**src/rtl/updown_counter.sv**
```systemverilog
// Up/down counter with programmable step, terminal limit, wrap or
// saturate boundary handling and a one-shot mode.
// The count, terminal-count pulse and done flag are all registered.
// Update priority on each edge: reset (active-low) > clear > load > enable > hold.
module updown_counter #(
    parameter int WIDTH = 8
) (
    input  logic             clk_i,
    input  logic             rst_i,
    input  logic             clr_i,
    input  logic             we_i,
    input  logic             en_i,
    input  logic             dir_i,
    input  logic             sat_i,
    input  logic             os_i,
    input  logic [WIDTH-1:0] step_i,
    input  logic [WIDTH-1:0] lim_i,
    input  logic [WIDTH-1:0] dat_i,
    output logic [WIDTH-1:0] dat_o,
    output logic             tc_o,
    output logic             done_o
);

    typedef enum logic {
        ST_RUN  = 1'b0,
        ST_DONE = 1'b1
    } state_t;

    state_t           state_reg, state_next;
    logic [WIDTH-1:0] cnt_reg, cnt_next;
    logic             tc_reg, tc_next;

    // One extra bit on the up sum so a carry past the top of the range
    // still registers as a hit instead of silently wrapping.
    logic [WIDTH:0]   up_sum;
    logic [WIDTH-1:0] dn_diff;
    logic             up_hit;
    logic             dn_hit;
    logic             hit;

    // Boundary detection for both directions; only one is used per cycle.
    always_comb begin
        up_sum  = {1'b0, cnt_reg} + {1'b0, step_i};
        dn_diff = cnt_reg - step_i;
        up_hit  = (up_sum > {1'b0, lim_i});
        dn_hit  = (step_i > cnt_reg);
        hit     = dir_i ? dn_hit : up_hit;
    end

    // Next count, terminal-count pulse and one-shot state.
    always_comb begin
        cnt_next   = cnt_reg;
        tc_next    = 1'b0;
        state_next = state_reg;

        if (clr_i) begin
            cnt_next   = '0;
            state_next = ST_RUN;
        end else if (we_i) begin
            cnt_next   = dat_i;
            state_next = ST_RUN;
        end else if (en_i && (state_reg == ST_RUN)) begin
            if (hit) begin
                tc_next = 1'b1;
                // Wrap reloads the opposite end; saturate clamps at the near end.
                if (dir_i) begin
                    cnt_next = sat_i ? '0 : lim_i;
                end else begin
                    cnt_next = sat_i ? lim_i : '0;
                end
                if (os_i) begin
                    state_next = ST_DONE;
                end
            end else begin
                cnt_next = dir_i ? dn_diff : up_sum[WIDTH-1:0];
            end
        end
    end

    // State registers with synchronous active-low reset.
    always_ff @(posedge clk_i) begin
        if (!rst_i) begin
            cnt_reg   <= '0;
            tc_reg    <= 1'b0;
            state_reg <= ST_RUN;
        end else begin
            cnt_reg   <= cnt_next;
            tc_reg    <= tc_next;
            state_reg <= state_next;
        end
    end

    assign dat_o  = cnt_reg;
    assign tc_o   = tc_reg;
    assign done_o = (state_reg == ST_DONE);

endmodule

```
**config.mk**
```make
export PLATFORM = sky130hd
export DESIGN_NAME = updown_counter
export DESIGN_NICKNAME = d
export VERILOG_FILES = /design/src/rtl/updown_counter.sv
export SDC_FILE = /design/constraint.sdc
export NUM_CORES = 1
export LEC_CHECK = 0
export CORE_MARGIN = 2
export CORE_UTILIZATION = 50
export CTS_CLUSTER_DIAMETER = 40
export CTS_CLUSTER_SIZE = 25
export DETAILED_ROUTE_END_ITERATION = 8
export PLACE_DENSITY = 0.9
export SKIP_CTS_REPAIR_TIMING = 1
export SLEW_MARGIN = 20
export SYNTH_ARGS = -nofsm -noshare
export SYNTH_HDL_FRONTEND = slang
export SYNTH_SLANG_ARGS = --single-unit
export TNS_END_PERCENT = 5
```
**constraint.sdc**
```tcl
create_clock -name clk_i -period 8.9 [get_ports clk_i]
set_input_delay 1.78 -clock clk_i [delete_from_list [all_inputs] [get_ports clk_i]]
set_output_delay 1.78 -clock clk_i [all_outputs]
set_load 0.02 [all_outputs]
```
* After elaboration in Yosys (flattened, before gate mapping)
Index checks and enable logic that the tools add are counted.
** Word-level totals
- Bits in registers :: 10
- Bits of input ports :: 32
- Output and inout port bits :: 10
- Logic and storage cells :: 25
** Operators by class
- Add/sub/neg operators :: 2
- $lt $le $gt $ge :: 2
- Mux-type cells :: 9
- Bitwise gates (word level) :: 3
- Reductions and logical operators :: 6
** Operator list (number)
- two-way mux 8 bit :: 7
- adder 8 x 8 -> 9 bit :: 1
- greater-than comparator 9 x 8 -> 1 bit :: 1
- greater-than comparator 8 bit :: 1
- subtractor 8 bit :: 1
- OR reduction 4 bit :: 1
- inverter 1 bit :: 3
- AND reduction 3 bit :: 1
- OR reduction 3 bit :: 1
- two-way mux 1 bit :: 2
- nonzero test 2 bit :: 1
- OR reduction 2 bit :: 1
- logical AND 1 bit :: 1

* Depth between registers and ports, before layout
Gate-level depths: netlist (run 1).
- Depth after elaboration :: 6
- Gate-level depth with buffers :: 17
- Depth with buffers taken out :: 15

* Worst setup path before layout (run 1)
Ideal clock, no wire load.
- Path kind :: input to register
- Start :: input port step_i[1]
- End :: register state_reg, in the netlist done_o
- Setup time :: 0.130 ns
- Data arrival time :: 4.325 ns
- Data required time :: 8.770 ns
- Slack :: 4.445 ns
- Cell stages on the path :: 15
- Cell sequence :: inv_1 -> ha_1 -> nor2b_1 -> o311ai_1 -> a21oi_1 -> or2_2 -> xnor2_1 -> ha_1 -> nand4_1 -> a21oi_1 -> o41ai_2 -> a32oi_4 -> buf_6 -> a31oi_1 -> nor3_2
** Between the ends
- Word-level cells in the longest chain between the ends :: 4
** Ends and longest elaborated chain
- start, declared :: line 16 : input logic [WIDTH-1:0] step_i,
- adder 8 x 8 -> 9 bit :: line 43 : up_sum = {1'b0, cnt_reg} + {1'b0, step_i};
- greater-than comparator 9 x 8 -> 1 bit :: line 45 : up_hit = (up_sum > {1'b0, lim_i});
- two-way mux 1 bit (*) :: line 47 : hit = dir_i ? dn_hit : up_hit;
- AND reduction 3 bit (no line) (*)
- end signal, assigned :: line 89 : state_reg <= state_next;
- end, declared :: line 29 : state_t state_reg, state_next;
Every way passes the cells marked *; elsewhere a longest branch is shown, timed or not.
A chain may end at the register's enable or synchronous reset.

* Worst setup path in the final report (run 1)
- Start :: input port step_i[1]
- End :: register cnt_reg[2], in the netlist dat_o[2]
** Between the ends
- Word-level cells in the longest chain between the ends :: 6
** Ends and longest elaborated chain
- adder 8 x 8 -> 9 bit :: line 43
- greater-than comparator 9 x 8 -> 1 bit :: line 45
- two-way mux 1 bit :: line 47
- two-way mux 8 bit (*) :: line 63 : if (hit) begin
- two-way mux 8 bit (*) :: line 62 : end else if (en_i && (state_reg == ST_RUN)) begin
- two-way mux 8 bit (*) :: line 59 : end else if (we_i) begin
- end signal, assigned :: line 87 : cnt_reg <= cnt_next;
- end, declared :: line 30 : logic [WIDTH-1:0] cnt_reg, cnt_next;
Every way passes the cells marked *; elsewhere a longest branch is shown, timed or not. The select of a mux whose other input is x is not followed.

==> flow_summary.ini, run 1 <==
[yosys]
async_flop_share_pct = 0
yosysTopAreaCellShare_pct = 19.0
ys_types = 44
yosys.area.top_type = ha_1
yosysSeqAreaShare_pct = 12.7
yosys-top-cells-area = ha_1 (19%), dfxtp_1 (13%), inv_1 (6.4%), xnor2_1 (6.1%), a21oi_1 (5.7%)
synthCells = 205
synth_fp_nets = 263
syn_avg_cell_area_um2 = 7.70
ys_seq_elements = 10
synth-edff-count = 0
synth_area_mm2 = 0.00158
synth-main-ff-cell = dfxtp_1
ys.warnings.count = 0

[route]
drt-initial-drc-count = 64
routed_via_density = 5.50
drc_errors = 0
routed_wl_um = 3920
drtAntennaViolNets = 0
vias = 1563
wl_per_cell_um = 13.8
dr.pass1.iters = 4

[floorplan]
rows = 20
start_util_pct = 52.1
ioPinCount = 42
die_y_um = 60.2
core-area_mm2 = 0.00303
die_w_um = 60.2
die-area_mm2 = 0.00362

[worst_setup_path]
crit_type = in2reg
crit_chain = clkdlybuf4s50_1, inv_1, ha_1, nor2b_1, o311ai_1, a21oi_1, or2_2, xnor2_1, ha_1, nand4_1, a21oi_1, o41ai_2, a32oi_4, mux2_1, o22ai_1
cpPeakStageDelay_ns = 0.58
crit_fanout = 14
endpoint_kind = flop
required_ns = 9.09
arrival_ns = 5.48
cp-start-kind = input port
critical_path.slowest_cell = clkdlybuf4s50_1

[grt]
met2_usage_pct = 38.0
antenna_found_initial = 0
grtUsageMet1_pct = 31.9
first_global_vias = 1420
grtUsageTotal_pct = 22.8
grt_use_met3_pct = 1.30
busiest_layer = met2
grt.overflow.total = 0
grt_pass1_wl_um = 6340
grt_max_degree = 19

[pwr]
vdd_ir_drop_max_mv = 0.0766
p_leak_uw = 0.000850
p_per_area_mw_per_mm2 = 96.1

[final_layout]
nFillCells = 269
fin_cells = 284
finalInstanceArea_mm2 = 0.00202
antenna_cells = 0
nNetsFinal = 299
drive_gt1_share_pct = 5.83
area_growth_pct = 28.2
mostFrequentLayoutCells = clkdlybuf4s50_1 (41), inv_1 (27), ha_1 (24), a21oi_1 (18)
final_common_cell = clkdlybuf4s50_1

[timing]
worst_pin_slew_ns = 0.531
holdWs_ns = 0.545
slew_viol_final = 0
fin_skew_ns = 0.00252
hold_viol_final = 0
clock.fmax_mhz = 189
period_minus_slack_ns = 5.28
setup_viol = 0
rsz0062_at_grt = no
relSlewSlack_pct = 64.5
finalSetupTns_ns = 0
finalCritPeriodShare_pct = 59.3

[place]
dpl.cell_count = 280
hpwl_um = 3240
place_congestion = 0.961
port_buffers = 41
placed_area_mm2 = 0.00199

[outcome]
status = finished, final reports clean

[flow_run]
drv_cap = 0

[clock_tree]
clock_latency_ns = 0.27
cts.htree.levels = 1
clockBufferDepth = 2
cts_tree = built
cts_buffers = 3
clk_pin_slew_ns = 0.07
clock-root-buffer = clkbuf_4
cts.sinks = 10

[hold_path]
worstHoldPathType = reg2reg
## layer usage
layer,share of wire (%),vias to the layer above
met4,1.4,0
met5,0,-
met2,46,51
met3,4.9,7
met1,48,717
li1,-,788
## cell type report
| type | count | area (µm²) | share of cell area, % |
|---|---|---|---|
| sequential | 10 | 200 | 9.89 |
| timing repair buffer | 41 | 410 | 20.3 |
| tap | 44 | 55.1 | 2.72 |
| multi-input combinational | 158 | 1220 | 60.3 |
| clock buffer | 4 | 36.3 | 1.79 |
| inverter | 27 | 101 | 5.01 |
## path summary, 6_finish.rpt
check	startpoint	endpoint	slack, ns	cells after the start
max	step_i[1]	dat_o[2]	3.62	15
min	done_o	done_o	0.55	2
max reg2reg	dat_o[1]	dat_o[2]	5.38	13
min reg2reg	done_o	done_o	0.55	2
## cell families (layout without fill, tap and decap cells)
group           count (synthesis)  after routing  share of synthesized area [%]
flops                          10             10                           12.7
mux                             5              5                           3.49
buf+inv                        37             72                           9.99
fa+ha+maj                      26             26                           21.6
compound gates                 54             54                           25.2
simple gates                   60             60                           19.8
xor+xnor                       13             13                           7.22
## state kept, by name, indices dropped and copies added, names as in the netlist
| name | flops |
|---|---|
| dat_o | 8 |
| done_o | 1 |
| tc_o | 1 |
## metrics by stage
step	total power (µW)	setup WS [ns]	util [%]
finish	194	3.62	66.8
detailed placement	152	3.37	65.6
CTS	193	3.65	66.8
global route	208	3.33	66.8
global placement	149	3.55	65.6
floorplan	121	4.45	-
## synthesized netlist by cell type (all sizes together), types with 3 or more instances
cell type	n
clkbuf	4
o311ai	3
nand2	15
a31oi	4
xnor2	11
mux2	4
nor3	3
nand3b	5
dfxtp	10
nor2	15
nor2b	5
o21ai	8
a21oi	18
o31ai	4
nand4	3
nand3	3
ha	24
nand2b	6
inv	27
a221oi	3
o22ai	4
buf	6
## where the power goes
part / switching, µW / total (µW) / internal, µW / leakage (µW)
combinational: 52.7 / 103 / 50.5 / 0.000748
sequential: 2.53 / 49.4 / 46.9 / 0.0000815
clock: 17.0 / 41.9 / 24.9 / 0.0000210
total: 72.2 / 194 / 122 / 0.000850
## critical path, delay by kind of cell
kind	cells	cell delay (ns)
buffers and inverters	2	0.66
adder cells (fa/ha/maj)	2	0.60
AO/OA/AOI/OAI	6	1.45
multiplexers	1	0.38
AND/OR/NAND/NOR	3	0.46
XOR/XNOR	1	0.13
No activity file was read; power rests on OpenSTA's default activity.
==> run 2, diff against run 1 <==
- CORE_UTILIZATION: 50 -> 45
- PLACE_DENSITY: 0.9 -> 0.86
- clock period: 8.9 -> 4.65 ns (I/O delays scaled with it)
==> flow_summary.ini, run 2 (synthesized netlist as in run 1, its figures left out) <==
[outcome]
status = finished, final reports clean

[place]
hpwl_um = 3250
pre_cts_slack_ns = 0.193
place_congestion = 0.946
port_buffers = 41

[route]
routed_via_density = 5.60
drt-initial-drc-count = 56
drtAntennaViolNets = 0
wl_per_cell_um = 14.0
routed_wl_um = 4010
vias = 1606
dr.pass1.iters = 5
drc_errors = 0

[pwr]
p_comb_share_pct = 55.4
internal-power_uw = 217
vdd_ir_drop_max_mv = 0.118
p_per_area_mw_per_mm2 = 176
switchingPower_uw = 140
netSwitchingFraction_pct = 39.1
seq_power_share_pct = 26.6
clock_power_share_pct = 18.0
p_leak_uw = 0.000853

[clock_tree]
clock_latency_ns = 0.29
clock-root-buffer = clkbuf_4
cts_tree = built
cts.sinks = 10
cts.htree.levels = 1
clockBufferDepth = 2
cts_buffers = 3
clk_pin_slew_ns = 0.07

[grt]
grt.overflow.total = 0
first_global_vias = 1475
grt_max_degree = 19
grtUsageTotal_pct = 20.7
grt_pass1_wl_um = 6600
antenna_found_initial = 0

[worst_setup_path]
endpoint_kind = flop
crit_type = in2reg
crit_chain = clkdlybuf4s50_1, inv_1, ha_1, nor2b_1, o311ai_1, a21oi_1, or2_2, xnor2_1, ha_1, nand4_1, a21oi_1, o41ai_2, a32oi_4, mux2_1, o22ai_1
crit_fanout = 14
cp-start-kind = input port
arrival_ns = 4.42
cpPeakStageDelay_ns = 0.49
critical_path.slowest_cell = a32oi_4
required_ns = 4.86

[timing]
finalSetupTns_ns = 0
setup_viol = 0
rsz0062_at_grt = no
hold_viol_final = 0
worst_pin_slew_ns = 0.582
finalCritPeriodShare_pct = 90.5
relSlewSlack_pct = 61.1
fin_skew_ns = 0.00734
clock.fmax_mhz = 238
period_minus_slack_ns = 4.21
slew_viol_final = 0
setup_ws_ns = 0.441

[final_layout]
largest_reg_flops = 8
drive_gt1_share_pct = 6.22
mostFrequentLayoutCells = clkdlybuf4s50_1 (41), inv_1 (27), ha_1 (24), a21oi_1 (18)
final_common_cell = clkdlybuf4s50_1
nNetsFinal = 301
area_growth_pct = 28.5
antenna_cells = 0

[floorplan]
die_w_um = 63.2
rows = 21
ioPinCount = 42
core-area_mm2 = 0.00336
die_y_um = 63.2
die-area_mm2 = 0.00400
start_util_pct = 46.9

[hold_path]
worstHoldPathType = reg2reg

[flow_run]
drv_cap = 0
run 2: changes by cell type in the layout (fill, tap and decap cells not counted):
cell / delta
clkbuf_8: -1
buf_4: +2
run 2: final cells by class:
class	instances	area, µm²
Tap cell	46	57.6
Timing Repair Buffer	43	425
Sequential cell	10	200
Fill cell	322	1340
Multi-Input combinational cell	158	1220
Inverter	27	101
Clock buffer	3	22.5
run 2: final timing paths:
path / start / depth (start not counted) / slack [ns] / endpoint
setup / recovery: step_i[1] / 15 / 0.44 / dat_o[2]
hold / removal: done_o / 2 / 0.53 / done_o
setup reg to reg: dat_o[1] / 13 / 1.16 / dat_o[2]
hold reg to reg: done_o / 2 / 0.53 / done_o
run 2: per-layer routing:
layer / up-vias / routed length (µm) / GRT usage (%)
met5: - / 0 / 0
met4: 0 / 78 / 8.97
met3: 9 / 237 / 1.43
met2: 67 / 1880 / 33.2
met1: 741 / 1810 / 28.4
li1: 789 / - / -
run 2: worst max-delay path: cells and delay by family:
| family | cells | cell delay, ns |
|---|---|---|
| adders and majority gates | 2 | 0.58 |
| AOI/OAI and AO/OA | 6 | 1.42 |
| buffers and inverters | 2 | 0.52 |
| and+or+nand+nor | 3 | 0.47 |
| xor gates and xnor gates | 1 | 0.13 |
| muxes | 1 | 0.37 |
run 2: power by group through the flow:
| stage | clock network [µW] | logic [µW] | registers, µW |
|---|---|---|---|
| floorplan | 0 | 131 | 100 |
| global route | 66.4 | 216 | 95.5 |
| global placement | 0 | 191 | 96.5 |
| CTS | 62.6 | 196 | 94.8 |
| finish | 64.3 | 198 | 94.8 |
| detailed placement | 0 | 195 | 96.7 |
run 2: through the flow:
stage	cell area [µm²]	power (µW)	hold slack (ns)	utilization, %	std cells
after floorplan	1580	232	0.631	-	205
after global placement	2000	288	0.513	59.6	284
after detailed placement	2000	291	0.515	59.6	284
after CTS	2030	354	0.532	60.3	287
after global routing	2030	378	0.561	60.3	287
final	2030	357	0.532	60.3	287
==> run 3, diff against run 2 <==
- HOLD_SLACK_MARGIN: unset -> 0.02
==> results of run 3 <==
No change in the layout: final DEF, timing and power equal those of run 2.
